**src/rtl/ahb_mtx_input_stage.sv**
```systemverilog
// Per-master input stage of the L1 AHB bus matrix: forwards or holds the master's
// address phase toward the output-stage arbiters and returns the slave's data-phase response.
module ahb_mtx_input_stage #(
  parameter int                    ADDR_WIDTH      = 32,
  parameter logic [ADDR_WIDTH-1:0] HOLD_RESET_ADDR = '0
) (
  input  logic                  HCLK,
  input  logic                  HRESET,
  input  logic                  HSELS,
  input  logic [ADDR_WIDTH-1:0] HADDRS,
  input  logic [1:0]            HTRANSS,
  input  logic                  HWRITES,
  input  logic [2:0]            HSIZES,
  input  logic [2:0]            HBURSTS,
  input  logic [3:0]            HPROTS,
  input  logic                  HMASTLOCKS,
  input  logic                  HREADYS,
  output logic                  HREADYOUTS,
  output logic                  HRESPS,
  input  logic                  active_ip,
  input  logic                  HREADYM,
  input  logic                  readyout_ip,
  input  logic                  resp_ip,
  output logic                  req_op,
  output logic                  sel_op,
  output logic [ADDR_WIDTH-1:0] addr_op,
  output logic [1:0]            trans_op,
  output logic                  write_op,
  output logic [2:0]            size_op,
  output logic [2:0]            burst_op,
  output logic [3:0]            prot_op,
  output logic                  mastlock_op
);

  typedef enum logic [1:0] {
    ST_IDLE = 2'b00,
    ST_PEND = 2'b01,
    ST_DATA = 2'b10
  } state_t;

  state_t state_q, state_d;

  logic                  hold_sel_q,   hold_sel_d;
  logic [ADDR_WIDTH-1:0] hold_addr_q,  hold_addr_d;
  logic [1:0]            hold_trans_q, hold_trans_d;
  logic                  hold_write_q, hold_write_d;
  logic [2:0]            hold_size_q,  hold_size_d;
  logic [2:0]            hold_burst_q, hold_burst_d;
  logic [3:0]            hold_prot_q,  hold_prot_d;
  logic                  hold_lock_q,  hold_lock_d;

  logic live_gate;
  logic new_tx;
  logic granted;
  logic capture;

  assign live_gate = HSELS & HREADYS;
  assign new_tx    = live_gate & HTRANSS[1];
  assign granted   = active_ip & HREADYM;

  // A data phase that is still waiting on the slave blocks new address phases;
  // once it completes, the same-cycle address phase is handled exactly as from IDLE.
  always_comb begin
    state_d = state_q;
    capture = 1'b0;
    unique case (state_q)
      ST_IDLE: begin
        if (new_tx) begin
          if (granted) begin
            state_d = ST_DATA;
          end else begin
            state_d = ST_PEND;
            capture = 1'b1;
          end
        end
      end
      ST_PEND: begin
        if (granted) begin
          state_d = ST_DATA;
        end
      end
      ST_DATA: begin
        if (readyout_ip) begin
          if (new_tx && granted) begin
            state_d = ST_DATA;
          end else if (new_tx) begin
            state_d = ST_PEND;
            capture = 1'b1;
          end else begin
            state_d = ST_IDLE;
          end
        end
      end
      default: begin
        state_d = ST_IDLE;
      end
    endcase
  end

  always_comb begin
    hold_sel_d   = hold_sel_q;
    hold_addr_d  = hold_addr_q;
    hold_trans_d = hold_trans_q;
    hold_write_d = hold_write_q;
    hold_size_d  = hold_size_q;
    hold_burst_d = hold_burst_q;
    hold_prot_d  = hold_prot_q;
    hold_lock_d  = hold_lock_q;
    if (capture) begin
      hold_sel_d   = HSELS;
      hold_addr_d  = HADDRS;
      hold_trans_d = HTRANSS;
      hold_write_d = HWRITES;
      hold_size_d  = HSIZES;
      hold_burst_d = HBURSTS;
      hold_prot_d  = HPROTS;
      hold_lock_d  = HMASTLOCKS;
    end
  end

  always_ff @(posedge HCLK) begin
    if (HRESET) begin
      state_q      <= ST_IDLE;
      hold_sel_q   <= 1'b0;
      hold_addr_q  <= HOLD_RESET_ADDR;
      hold_trans_q <= 2'b00;
      hold_write_q <= 1'b0;
      hold_size_q  <= 3'b000;
      hold_burst_q <= 3'b000;
      hold_prot_q  <= 4'b0000;
      hold_lock_q  <= 1'b0;
    end else begin
      state_q      <= state_d;
      hold_sel_q   <= hold_sel_d;
      hold_addr_q  <= hold_addr_d;
      hold_trans_q <= hold_trans_d;
      hold_write_q <= hold_write_d;
      hold_size_q  <= hold_size_d;
      hold_burst_q <= hold_burst_d;
      hold_prot_q  <= hold_prot_d;
      hold_lock_q  <= hold_lock_d;
    end
  end

  // Master-facing response: ERROR's two-cycle sequence comes straight from the slave.
  always_comb begin
    HREADYOUTS = 1'b1;
    HRESPS     = 1'b0;
    unique case (state_q)
      ST_PEND: begin
        HREADYOUTS = 1'b0;
      end
      ST_DATA: begin
        HREADYOUTS = readyout_ip;
        HRESPS     = resp_ip;
      end
      default: begin
        HREADYOUTS = 1'b1;
        HRESPS     = 1'b0;
      end
    endcase
  end

  always_comb begin
    sel_op      = 1'b0;
    addr_op     = '0;
    trans_op    = 2'b00;
    write_op    = 1'b0;
    size_op     = 3'b000;
    burst_op    = 3'b000;
    prot_op     = 4'b0000;
    mastlock_op = 1'b0;
    if (state_q == ST_PEND) begin
      sel_op      = hold_sel_q;
      addr_op     = hold_addr_q;
      trans_op    = hold_trans_q;
      write_op    = hold_write_q;
      size_op     = hold_size_q;
      burst_op    = hold_burst_q;
      prot_op     = hold_prot_q;
      mastlock_op = hold_lock_q;
    end else if (live_gate) begin
      sel_op      = HSELS;
      addr_op     = HADDRS;
      trans_op    = HTRANSS;
      write_op    = HWRITES;
      size_op     = HSIZES;
      burst_op    = HBURSTS;
      prot_op     = HPROTS;
      mastlock_op = HMASTLOCKS;
    end
  end

  assign req_op = (state_q == ST_PEND) | new_tx;

endmodule

```
**config.mk**
```make
export PLATFORM = sky130hd
export DESIGN_NAME = ahb_mtx_input_stage
export DESIGN_NICKNAME = d
export VERILOG_FILES = /design/src/rtl/ahb_mtx_input_stage.sv
export SDC_FILE = /design/constraint.sdc
export NUM_CORES = 1
export LEC_CHECK = 0
export ABC_CLOCK_PERIOD_IN_PS = 4200
export BUFFER_PORTS_ARGS = -buffer_cell sky130_fd_sc_hd__buf_2
export CORE_ASPECT_RATIO = 1.25
export CORE_MARGIN = 2
export CORE_UTILIZATION = 35
export DETAILED_ROUTE_END_ITERATION = 12
export GPL_TIMING_DRIVEN = 0
export MAX_ROUTING_LAYER = met4
export PLACE_DENSITY_LB_ADDON = 0.1
export SLEW_MARGIN = 10
export SYNTH_ARGS = -nofsm -noshare
export SYNTH_HDL_FRONTEND = slang
export SYNTH_SLANG_ARGS = --single-unit
export TNS_END_PERCENT = 5
```
**constraint.sdc**
```tcl
create_clock -name HCLK -period 4.2 [get_ports HCLK]
set_clock_uncertainty 0.05 [all_clocks]
set_input_delay 0.84 -clock HCLK [delete_from_list [all_inputs] [get_ports HCLK]]
set_output_delay 0.84 -clock HCLK [all_outputs]
set_load 0.02 [all_outputs]
```
==> run metrics, run 1 <==
crit end category=output port; mux cell area share after synthesis=0.162; Synth Area in Simple Gates=0.252; WHS=402 ps; Pint=0.000720 W; Clk pwr share=0.311; initial antenna violation count=0; Mapped Avg Cell Area=about 10 µm²; final HPWL from detailed placement=4.98 mm; diode count=0; final net count=441; Mapped Area=2780 µm²; largest net degree at the start of global routing=15; CTS sink count=a little under 50; final setup TNS=0 ps; Initial Util=0.359; global-route wire length before repair=11.2 mm; Post-synth top flop=dfxtp_1; RR Startpoint=state_q[1]$_SDFFE_PP0P_; Critical Path AT=1780 ps; Slew Limit Fails=0; Post-synth top cells=nand2b_1 (90), dfxtp_1 (49), a22o_1 (45), mux2i_1 (45), clkbuf_1 (10); status=finished clean; P_sw=roughly 0.00027 W; Flop pwr share=0.491; EDFF count, synth=0; Syn Inst Count=278; Post-Place Worst Slack=about 1500 ps; global placer's final weighted congestion=0.722; post-route non-filler standard cell count=483; DRC violations left=0; chip width=83.7 µm; worst hold start=hold_sel_q$_SDFFE_PP0P_; library cells used by synthesis=26; Slew @ Worst Pin=455 ps; hold_buf cts=0; gr ovfl total=0; Buffers on Ports=roughly 100; pwr dens=283 nW/µm²; data required time at the worst endpoint=3310 ps; RSZ-0062 raised after global routing=false; max_cap viols=0; Slew headroom=0.696; Synth async-reset ratio=0; Peak VDD IR=0.000130 V; YS warnings=0; TritonRoute pass-1 iters=4; clock transition at the registers of the reported paths=90 ps; Net Count, Synth=~330; Total Die Area=8680 µm²; Min Clock Period, post-route=2670 ps; Core Area=7750 µm²; most common cell in the synthesized netlist=nand2b_1; synth top area cells=dfxtp_1 (35%), nand2b_1 (20%), mux2i_1 (16%); DR WL/cell=14.2 µm; number of synthesized register bits=roughly 50; Setup WS post-layout=1530 ps; vias in the first global route=about 2200; Post-CTS Setup Bufs=0; adder-cell share of the synthesized area=0; vias per cell=4.80; critical path type=reg2out; worst setup path start=state_q[0]$_SDFFE_PP0P_; Final Hold Vio Count=0; crit-path max FO=10; area leader, netlist=dfxtp_1; die height=between 100 and 150 µm; # setup viols final=0; Clock H-tree levels=2; Row Count=36; IO Count=approximately 100; cts bufs inserted=5; Max Fclk=375 MHz; CP startpoint kind=flip-flop; DRT iter0 DRCs=63; Final ANT Viol Nets=0; share of cells above drive strength 1=0.338; clock latency on the worst-skew pair=290 ps; sequential-to-total area share from yosys stat=0.353; Fillers=791; Synth Area in Compound Gates=0.156; post_cts resized=0; post-synth top area share=0.353; Tcrit/Tclk final=0.635; Pleak=1.55 nW; Vias=2320; Synth-to-Final Area Change=26.3%; Power, Total=0.000992 W; All-Layer GR Usage=0.159; XOR/XNOR Fraction of Synth Area=0; Hold WC Path Type=reg2reg; Longest Clk Path Bufs=2; main combinational cell family by area after synthesis=simple AND/OR/NAND/NOR gates; clock root buffer master=clkbuf_8; Comb pwr share=0.198; switching share of power=0.275; WL final=6.87 mm; CTS tree=done; DP Cell Count=about 480
-- through the flow --
stage,utilization,cell area [µm²]
2_1_floorplan,-,2780
3_3_place_gp,0.440,3410
3_5_place_dp,0.440,3410
4_1_cts,0.453,3510
5_1_grt,0.453,3510
6_report,0.453,3510
-- routing by layer --
metal  global-route usage  vias up  wire length, µm
met3               0.0319        4              373
met2                0.251       64             3170
met5                    -        -                0
li1                     -     1185                -
met4               0.0346        0               50
met1                0.212     1067             3270
-- worst max-delay path: stages (launching register included) --
cell and delay [ps]:
dfxtp_1 390, and2b_1 190, buf_4 180, nor2_8 220, buf_6 180, a22o_1 150
buf_2 160
-- logic make-up (layout without fill, tap and decap cells) --
group	after synthesis	after routing
AND/OR/NAND/NOR	105	105
flip-flops	49	49
multiplexers	45	45
AO/OA/AOI/OAI	52	52
buffers and inverters	27	137
-- cells in the final DEF (no fill, tap or decap), types with 2 or more instances in the layout --
cell,Yosys,routed
a22o_1,45,45
dfxtp_1,49,49
clkbuf_1,10,10
clkbuf_8,0,7
nand2_1,4,4
buf_6,5,5
a21oi_1,4,4
inv_1,2,2
mux2i_1,45,45
buf_12,4,4
nand2b_1,90,90
buf_2,5,107
-- power by group through the flow --
stage	combinational [W]	clock (W)	sequential (W)
2_1_floorplan	0.000128	0	0.000496
3_3_place_gp	0.000198	0	0.000497
3_5_place_dp	0.000199	0	0.000498
4_1_cts	0.000200	0.000324	0.000487
5_1_grt	0.000215	0.000342	0.000489
6_report	0.000196	0.000309	0.000487
-- final cells by class --
class	instances	area [µm²]	area share
Buffer	25	206	0.0588
Clock buffer	7	96.3	0.0274
Clock inverter	1	5.00	0.00143
Inverter	2	7.51	0.00214
Multi-Input combinational cell	202	1590	0.452
Sequential cell	49	981	0.279
Tap cell	95	119	0.0339
Timing Repair Buffer	102	510	0.145
-- path summary, 6_finish.rpt --
path / depth (start not counted) / to / slack [ps]
worst max-delay path: 6 / addr_op[18] / 1530
worst min-delay path: 2 / hold_sel_q$_SDFFE_PP0P_ / 400
worst max register to register: 5 / hold_addr_q[10]$_SDFFE_PP0P_ / 2750
worst min register to register: 2 / hold_sel_q$_SDFFE_PP0P_ / 400
-- registers in the layout (all words and copies together), names as in the netlist --
| name | cells |
|---|---|
| hold_sel_q | 1 |
| hold_lock_q | 1 |
| hold_trans_q | 2 |
| hold_burst_q | 3 |
| hold_write_q | 1 |
| hold_prot_q | 4 |
| hold_size_q | 3 |
| hold_addr_q | 32 |
| state_q | 2 |
Power figures use the tool's default switching activity.
==> run 2, diff against run 1 <==
ABC_CLOCK_PERIOD_IN_PS = 2400   (was 4200)
clock period = 2.4 ns   (was 4.2 ns; I/O delays follow)
==> run 2 against run 1 <==
Compared with the run above: register-to-register slack lost 1800 ps; final area unchanged; largest power group unchanged; clock-buffer cell count stayed put; via count up 0.30%; sequential power grew 75%; critical endpoint unchanged; utilization stayed put; critical path depth is the same.
==> run metrics, run 2 (synthesized netlist as in run 1, its figures left out) <==
status=finished clean; CP max stage cell=dfxtp_1; Initial Util=0.359 (unchanged); Clock H-tree levels=2 (unchanged); DR WL/cell=14.2 µm (-0.28%); Core Area=7750 µm² (unchanged); Hold WC Path Type=in2reg; clock root buffer master=clkbuf_8; commonest non-fill, non-tap cell in the layout=buf_2; Tcrit/Tclk final=0.952; Peak VDD IR=0.000227 V (+75%); area taken by multi-input logic gates=1590 µm² (unchanged); slowest stage delay, CP=390 ps (about the same); crit end category=output port; Pint=0.00126 W (+75%); Max Fclk=438 MHz; Critical Path AT=1750 ps (-30 ps); Flop pwr share=0.491 (about the same); final HPWL from detailed placement=4.98 mm (unchanged); gr ovfl total=0 (unchanged); Total Die Area=8680 µm² (unchanged); final net count=441 (unchanged); final setup TNS=0 ps (unchanged); Final ANT Viol Nets=0 (unchanged); IO Count=104 (unchanged); # setup viols final=0 (unchanged); Post-CTS Setup Bufs=0 (unchanged); biggest regs=hold_addr_q (32), hold_prot_q (4); largest net degree at the start of global routing=15 (unchanged); WL final=6.85 mm (-0.28%); diode count=0 (unchanged); Slew Limit Fails=0 (unchanged); CTS tree=done; Buffers on Ports=102 (unchanged); Clk pwr share=0.311 (about the same); hold_buf cts=0 (unchanged); data required time at the worst endpoint=1870 ps (-1440 ps); R2R cell count=5 (unchanged); worst hold stages=3 (+1); Reg with most FFs=hold_addr_q; post_cts resized=0 (unchanged); P_sw=0.000476 W (+75%); worst path cell trace=and2b_1, buf_4, nor2_8, buf_6, a22o_1, buf_2; crit-path max FO=10 (unchanged); Slew @ Worst Pin=455 ps (-0.153 ps); die height=104 µm (unchanged); Slew headroom=0.697 (about the same); Longest Clk Path Bufs=2 (unchanged); All-Layer GR Usage=0.159 (unchanged); CP startpoint kind=flip-flop; cts bufs inserted=5 (unchanged); DRT iter0 DRCs=64 (+1.6%); global placer's final weighted congestion=0.722 (unchanged); critical path type=reg2out; Vias=2327 (+0.30%); max_cap viols=0 (unchanged); Final Hold Vio Count=0 (unchanged); share of cells above drive strength 1=0.338 (unchanged); vias per cell=4.82 (+0.30%); most frequent cells in the layout=buf_2 (107), nand2b_1 (90), dfxtp_1 (49), a22o_1 (45), mux2i_1 (45); RSZ-0062 raised after global routing=false; Comb pwr share=0.198 (about the same); initial antenna violation count=0 (unchanged); chip width=83.7 µm (unchanged); Pleak=1.55 nW (about the same); clock latency on the worst-skew pair=290 ps (about the same); max FFs per register=32 (unchanged); clock transition at the registers of the reported paths=90 ps (about the same); WHS=397 ps (-5.38 ps); switching share of power=0.274 (-0.000521); CTS sink count=49 (unchanged); pwr dens=494 nW/µm² (+75%); register area=981 µm² (unchanged); Row Count=36 (unchanged); global-route wire length before repair=11.2 mm (unchanged); Fillers=791 (unchanged); DRC violations left=0 (unchanged); TritonRoute pass-1 iters=4 (unchanged); vias in the first global route=2243 (unchanged); Min Clock Period, post-route=2280 ps; Synth-to-Final Area Change=26.3% (unchanged); Final Util=0.453 (unchanged); Power, Total=0.00174 W (+75%)
-- run 2: cell counts in the layout (fill, tap and decap cells not counted) --
No cell type changed its count.
-- run 2: worst max-delay path, delay by kind of cell, from the launching register on --
family	cells	cell delay, ps
compound gates	1	150
flops	1	390
simple gates	2	390
buf+inv	3	520
-- run 2: final cells by class --
| type | instances | area share |
|---|---|---|
| buffer | 25 | 0.0588 |
| clock buffer | 7 | 0.0274 |
| clock inverter | 1 | 0.00143 |
| inverter | 2 | 0.00214 |
| multi-input combinational | 202 | 0.452 |
| sequential | 49 | 0.279 |
| tap | 95 | 0.0339 |
| timing repair buffer | 102 | 0.145 |
-- run 2: path summary, 6_finish.rpt --
check                                              from                            to  slack, ps
worst min register to register  hold_sel_q$_SDFFE_PP0P_       hold_sel_q$_SDFFE_PP0P_        400
worst max register to register  state_q[1]$_SDFFE_PP0P_  hold_addr_q[10]$_SDFFE_PP0P_        950
worst min-delay path                          HPROTS[2]   hold_prot_q[2]$_SDFFE_PP0P_        400
worst max-delay path            state_q[0]$_SDFFE_PP0P_                   addr_op[18]        120
-- run 2: power groups by stage --
stage	sequential (W)	clock (W)	combinational (W)
floorplan	0.000867	0	0.000223
global placement	0.000870	0	0.000347
detailed placement	0.000871	0	0.000349
CTS	0.000852	0.000567	0.000350
global route	0.000856	0.000599	0.000376
finish	0.000852	0.000540	0.000344
-- run 2: stage by stage --
stage	instance area [µm²]	std cells	worst slack, ps
finish	3510	483	116
CTS	3510	483	67.9
global route	3510	483	4.96
floorplan	2780	278	546
detailed placement	3410	475	421
global placement	3410	475	410
-- run 2: metal layers --
layer  vias to the layer above  wire [µm]  track usage
met3                         4        383       0.0319
li1                       1188          -            -
met2                        70       3170        0.251
met4                         0         50       0.0346
met5                         -          0            -
met1                      1065       3240        0.212
